File: src/rtl/rob_commit.sv
// rob_commit: in-order reorder buffer with CDB capture, mispredict flush and operand lookup
module rob_commit #(
    parameter int SIZE = 8,
    parameter int ID_W = $clog2(SIZE)
) (
    input  logic            clk,
    input  logic            rst,
    input  logic            alloc_req,
    input  logic [4:0]      alloc_rd,
    input  logic            alloc_is_br,
    output logic            alloc_ready,
    output logic [ID_W-1:0] alloc_id,
    input  logic            cdb_valid,
    input  logic [ID_W-1:0] cdb_id,
    input  logic [31:0]     cdb_data,
    input  logic            cdb_mispred,
    input  logic [31:0]     cdb_target,
    input  logic [ID_W-1:0] src1_id,
    input  logic [ID_W-1:0] src2_id,
    output logic            src1_ready,
    output logic            src2_ready,
    output logic [31:0]     src1_data,
    output logic [31:0]     src2_data,
    output logic            commit_valid,
    output logic [4:0]      commit_rd,
    output logic [31:0]     commit_data,
    output logic [ID_W-1:0] commit_id,
    output logic            flush,
    output logic [31:0]     flush_pc,
    output logic [SIZE-1:0] flush_mask,
    output logic [ID_W:0]   count
);
    localparam logic [ID_W:0] PTR_ONE = 1;

    logic [ID_W:0]     head, tail;
    logic [SIZE-1:0]   busy, done, mispred, head_bit;
    logic [4:0]        rd [SIZE];
    logic [31:0]       data [SIZE];
    logic [31:0]       target [SIZE];
    logic [ID_W-1:0]   h, t;
    logic              full, do_alloc, do_cdb, unused_is_br;

    // pointer decode, retirement and flush decisions from registered state
    always_comb begin
        h = head[ID_W-1:0];
        t = tail[ID_W-1:0];
        full = (h == t) && (head[ID_W] != tail[ID_W]);
        commit_valid = busy[h] && done[h];
        flush = commit_valid && mispred[h];
        alloc_ready = !full && !flush;
        alloc_id = t;
        count = tail - head;
        commit_rd = commit_valid ? rd[h] : '0;
        commit_data = commit_valid ? data[h] : '0;
        commit_id = commit_valid ? h : '0;
        flush_pc = flush ? target[h] : '0;
        head_bit = '0;
        head_bit[h] = 1'b1;
        flush_mask = flush ? (busy & ~head_bit) : '0;
        do_alloc = alloc_req && alloc_ready;
        do_cdb = cdb_valid && busy[cdb_id] && !flush;
        unused_is_br = alloc_is_br;
    end

    // operand lookup: stored result first, then same-cycle CDB bypass
    always_comb begin
        src1_ready = done[src1_id] || (cdb_valid && cdb_id == src1_id);
        src2_ready = done[src2_id] || (cdb_valid && cdb_id == src2_id);
        src1_data = done[src1_id] ? data[src1_id] : (cdb_valid && cdb_id == src1_id) ? cdb_data : '0;
        src2_data = done[src2_id] ? data[src2_id] : (cdb_valid && cdb_id == src2_id) ? cdb_data : '0;
    end

    // entry state and pointers: flush squashes everything but retires head
    always_ff @(posedge clk) begin
        if (rst) begin
            head <= '0;
            tail <= '0;
            busy <= '0;
            done <= '0;
            mispred <= '0;
        end else if (flush) begin
            head <= head + PTR_ONE;
            tail <= head + PTR_ONE;
            busy <= '0;
            done <= '0;
            mispred <= '0;
        end else begin
            if (do_alloc) begin
                busy[t] <= 1'b1;
                done[t] <= 1'b0;
                mispred[t] <= 1'b0;
                rd[t] <= alloc_rd;
                tail <= tail + PTR_ONE;
            end
            if (do_cdb) begin
                done[cdb_id] <= 1'b1;
                data[cdb_id] <= cdb_data;
                mispred[cdb_id] <= cdb_mispred;
                target[cdb_id] <= cdb_target;
            end
            if (commit_valid) begin
                head <= head + PTR_ONE;
                busy[h] <= 1'b0;
                done[h] <= 1'b0;
                mispred[h] <= 1'b0;
            end
        end
    end
endmodule

File: config.mk
export PLATFORM = sky130hd
export DESIGN_NAME = rob_commit
export DESIGN_NICKNAME = d
export VERILOG_FILES = /design/src/rtl/rob_commit.sv
export SDC_FILE = /design/constraint.sdc
export NUM_CORES = 1
export LEC_CHECK = 0
export ABC_AREA = 1
export CELL_PAD_IN_SITES_DETAIL_PLACEMENT = 1
export CELL_PAD_IN_SITES_GLOBAL_PLACEMENT = 1
export CORE_MARGIN = 5
export CORE_UTILIZATION = 50
export DETAILED_ROUTE_END_ITERATION = 10
export DONT_BUFFER_PORTS = 1
export GPL_TIMING_DRIVEN = 0
export PLACE_DENSITY_LB_ADDON = 0.1
export SETUP_SLACK_MARGIN = 0.15
export SLEW_MARGIN = 25
export SYNTH_ARGS = -nofsm -noshare
export SYNTH_HDL_FRONTEND = slang
export SYNTH_SLANG_ARGS = --single-unit
File: constraint.sdc
create_clock -name clk -period 5.8 [get_ports clk]
set_clock_uncertainty 0.2 [all_clocks]
set_input_delay 0.87 -clock clk [delete_from_list [all_inputs] [get_ports clk]]
set_output_delay 0.87 -clock clk [all_outputs]
set_load 0.05 [all_outputs]
==> results.yml <==
floorplan:
  die_w_um: 253.0
  core_area_mm2: 0.05880
  die_area_mm2: 0.06401
  row_count: 89
  io_pins: 240
  die_h_um: 253.0
  initial_utilization_pct: 50.22
job:
  drv_cap: 0
route:
  dr.pass1.iters: 5
  final_antenna_net_count: 0
  post_drt_wl_per_cell_um: 29.92
  drt_wl_total_mm: 120.1
  num_vias: 26180
  vias_per_cell: 6.524
  route.detailed.drc: 0
  drt_iter0_drc: 2661
setup_path:
  cp.arrival_ns: 4.42
  crit-reg2reg-launch: "head[1]$_SDFFE_PP0N_"
  path_cells: "buf_2 > clkbuf_1 > buf_2 > a21oi_1 > a32oi_1 > o21ai_0 > nor2_1"
  reg2reg_depth: 15
  path_max_fanout: 10
  critPathKind: "reg2out"
  cpPeakStageDelay_ns: 0.90
  crit_path_start_kind: "register"
  required_ns: 4.73
  cp.buffers_inverters: 3
  rrSetupSlack_ns: 2.17
  r2r-end: "data[0][20]$_DFFE_PP_"
  slowest_stage: "nor2_1"
  critPathTopFamily: "buffers and inverters"
  worst_setup_path_end_kind: "output port"
  crit_path_frequent_cell: "buf_2"
timing:
  max_clock_freq_mhz: 182.1
  finalSetupViolCount: 0
  finalHoldViolCount: 0
  relSlewSlack_pct: 22.70
  period_share_pct: 94.66
  tightest_slew_ns: 1.155
  final.min_clock_period_ns: 5.490
  fin_ws_ns: 0.3098
  maxSlewViolCount: 0
  rsz0062_at_grt: "no"
clock_tree:
  cts_buffers: 66
  postCtsSetupRepairBufs: 0
  cts.reportedPaths.clkPinSlew_ns: 0.07
  cts_tree: "yes"
  root_buffer: "clkbuf_16"
  cts_hold_buf: 0
  htreeDepth: 3
  ctsResizeCount: 0
  clkLatencyLatePin_ns: 0.63
  clockBufferDepth: 3
  cts.sinks: 587
finish:
  utilization_pct: 57.17
  diodes: 0
  fin_area_mm2: 0.03361
  area_delta_synth_final_pct: 13.84
  instances_no_fill: 4013
  nets: 3278
  layout-drive-gt1-share_pct: 7.346
global_routing:
  grt.met1_usage_pct: 42.68
  grt_max_degree: 21
  met3_usage_pct: 7.549
  grt_pass1_vias: 27850
  grt_use_total_pct: 36.08
  met2_usage_pct: 61.91
  overflow: 0
  antenna_found_initial: 0
  grt.busiest_layer: "met2"
  grt_pass1_wl_mm: 173.4
power_and_ir_drop:
  leakage_nw: 12.69
  power.density_mw_per_mm2: 287.0
  finalPower_mw: 9.647
  ir_worst_vdd_mv: 0.3094
place:
  dp_cells: 3893
  hpwl_mm: 83.94
  numPortBuffers: 0
  place_area_mm2: 0.03140
  place_ws_ns: 1.036
  gp_congestion: 0.9612
yosys:
  synth_nets: 3181
  syn_area_per_cell_um2: 9.552
  ys_ff_latch: 587
  ys_types: 41
  synth.cell_area_mm2: 0.02953
  synth_edf_count: 552
  seq_area_frac_synth_pct: 58.51
  synth-async-reset-ratio_pct: 0
  yosysWarnings: 0
  synth_ff_type: "edfxtp_1"
  netlist_instances: 3091
min_path:
  hold_path_end: "target[6][9]$_DFFE_PP_"
  min-delay-start: "cdb_target[9]"
  hold_depth: 0
  hp-class: "in2reg"
status:
  status: "finished clean"
==> state kept, by name, summed over array words and instances (netlist names), named ones only <==
name,flops
data,256
target,256
rd,40
head,4
tail,4
busy,8
mispred,8
done,8
==> synth_stat cells, types with 38 or more instances <==
cell type | count | area, µm²
edfxtp_1 | 552 | 16580
o22ai_1 | 66 | 412.9
buf_2 | 38 | 190.2
a21oi_1 | 481 | 2407
nor2_1 | 157 | 589.3
o211ai_1 | 66 | 495.5
inv_1 | 277 | 1040
clkbuf_1 | 163 | 611.8
nand2_1 | 583 | 2188
o21ai_0 | 342 | 1712
a21o_1 | 64 | 480.5
==> worst max path at each step <==
stage	from	to	slack, ns	cells past startpoint
finish	register	commit_rd[0]	0.31	7
global route	register	commit_rd[0]	0.36	7
CTS	register	commit_rd[0]	0.44	7
global placement	cdb_id[1]	target[4][11]$_DFFE_PP_	-3.01	10
floorplan	cdb_id[1]	data[1][0]$_DFFE_PP_	0.48	10
detailed placement	src2_id[0]	src2_data[11]	1.04	11
==> cell type report <==
class                   instances  area (µm²)
multi-input cells            1973       10330
flip-flops and latches        587       17280
well taps                     773       967.2
inverters                     285        1070
plain buffers                 246        1051
fillers                      6545       25190
repair buffers                 29       723.2
clock buffers                  78        1697
clock inverters                42       499.2
==> worst register-to-register path, cell delays in order (launching register included) <==
cell	delay, ns
dfxtp_1	0.36
buf_2	0.22
nand3_1	0.23
inv_1	0.11
nand2_1	0.07
nand2_1	0.06
nor2_1	0.13
nand2_2	0.12
nand3_4	0.13
and2_4	0.16
buf_12	0.16
nand2_4	0.08
nor2_4	0.59
buf_16	0.26
buf_12	0.22
buf_16	0.20
==> kinds of logic (layout without fill, tap and decap cells) <==
kind of cell | after synthesis | after routing | synth area share [%]
AOI/OAI and AO/OA | 1145 | 1145 | 22.71
adders and majority gates | 6 | 6 | 0.2797
and+or+nand+nor | 814 | 814 | 11.08
buffers and inverters | 531 | 680 | 7.183
DFF | 587 | 587 | 58.51
xor gates and xnor gates | 8 | 8 | 0.2373
==> placed cells by master (no fill, tap or decap), types with 10 or more instances in the layout <==
| master | n |
|---|---|
| dfxtp_1 | 35 |
| nand4_1 | 21 |
| a21oi_1 | 481 |
| buf_2 | 38 |
| a21o_1 | 64 |
| o22ai_1 | 51 |
| nand2_1 | 583 |
| a32oi_1 | 37 |
| clkinv_1 | 23 |
| o211a_1 | 32 |
| a21oi_2 | 10 |
| clkbuf_16 | 66 |
| clkbuf_1 | 175 |
| o21ai_0 | 342 |
| nand2_4 | 10 |
| edfxtp_1 | 552 |
| nor2_1 | 145 |
| buf_12 | 11 |
| buf_4 | 11 |
| o211ai_1 | 66 |
| buf_1 | 30 |
| a32o_1 | 37 |
| nor3_1 | 22 |
| o22ai_2 | 15 |
| buf_16 | 19 |
| inv_1 | 277 |
==> per-stage QoR <==
stage	setup TNS (ns)	hold slack [ns]
3_5_place_dp	0	0.2652
6_report	0	0.1173
3_3_place_gp	-1392.95	0.2460
2_1_floorplan	0	0.2365
5_1_grt	0	0.09150
4_1_cts	0	0.09631
==> where the power goes <==
| part | switching (mW) | total (mW) | leakage (nW) | internal (mW) |
|---|---|---|---|---|
| Clock | 1.87 | 4.28 | 1.05 | 2.41 |
| Combinational | 0.552 | 0.709 | 6.40 | 0.158 |
| Sequential | 0.0111 | 4.66 | 5.25 | 4.65 |
| Total | 2.44 | 9.65 | 12.7 | 7.21 |
==> routing by layer <==
layer  routed length [µm]  vias to the layer above
li1                     -                    11160
met1                44040                    13120
met2                58640                     1465
met3                10090                      440
met4                 7310                        0
met5                    0                        -
Power figures use the tool's default switching activity.
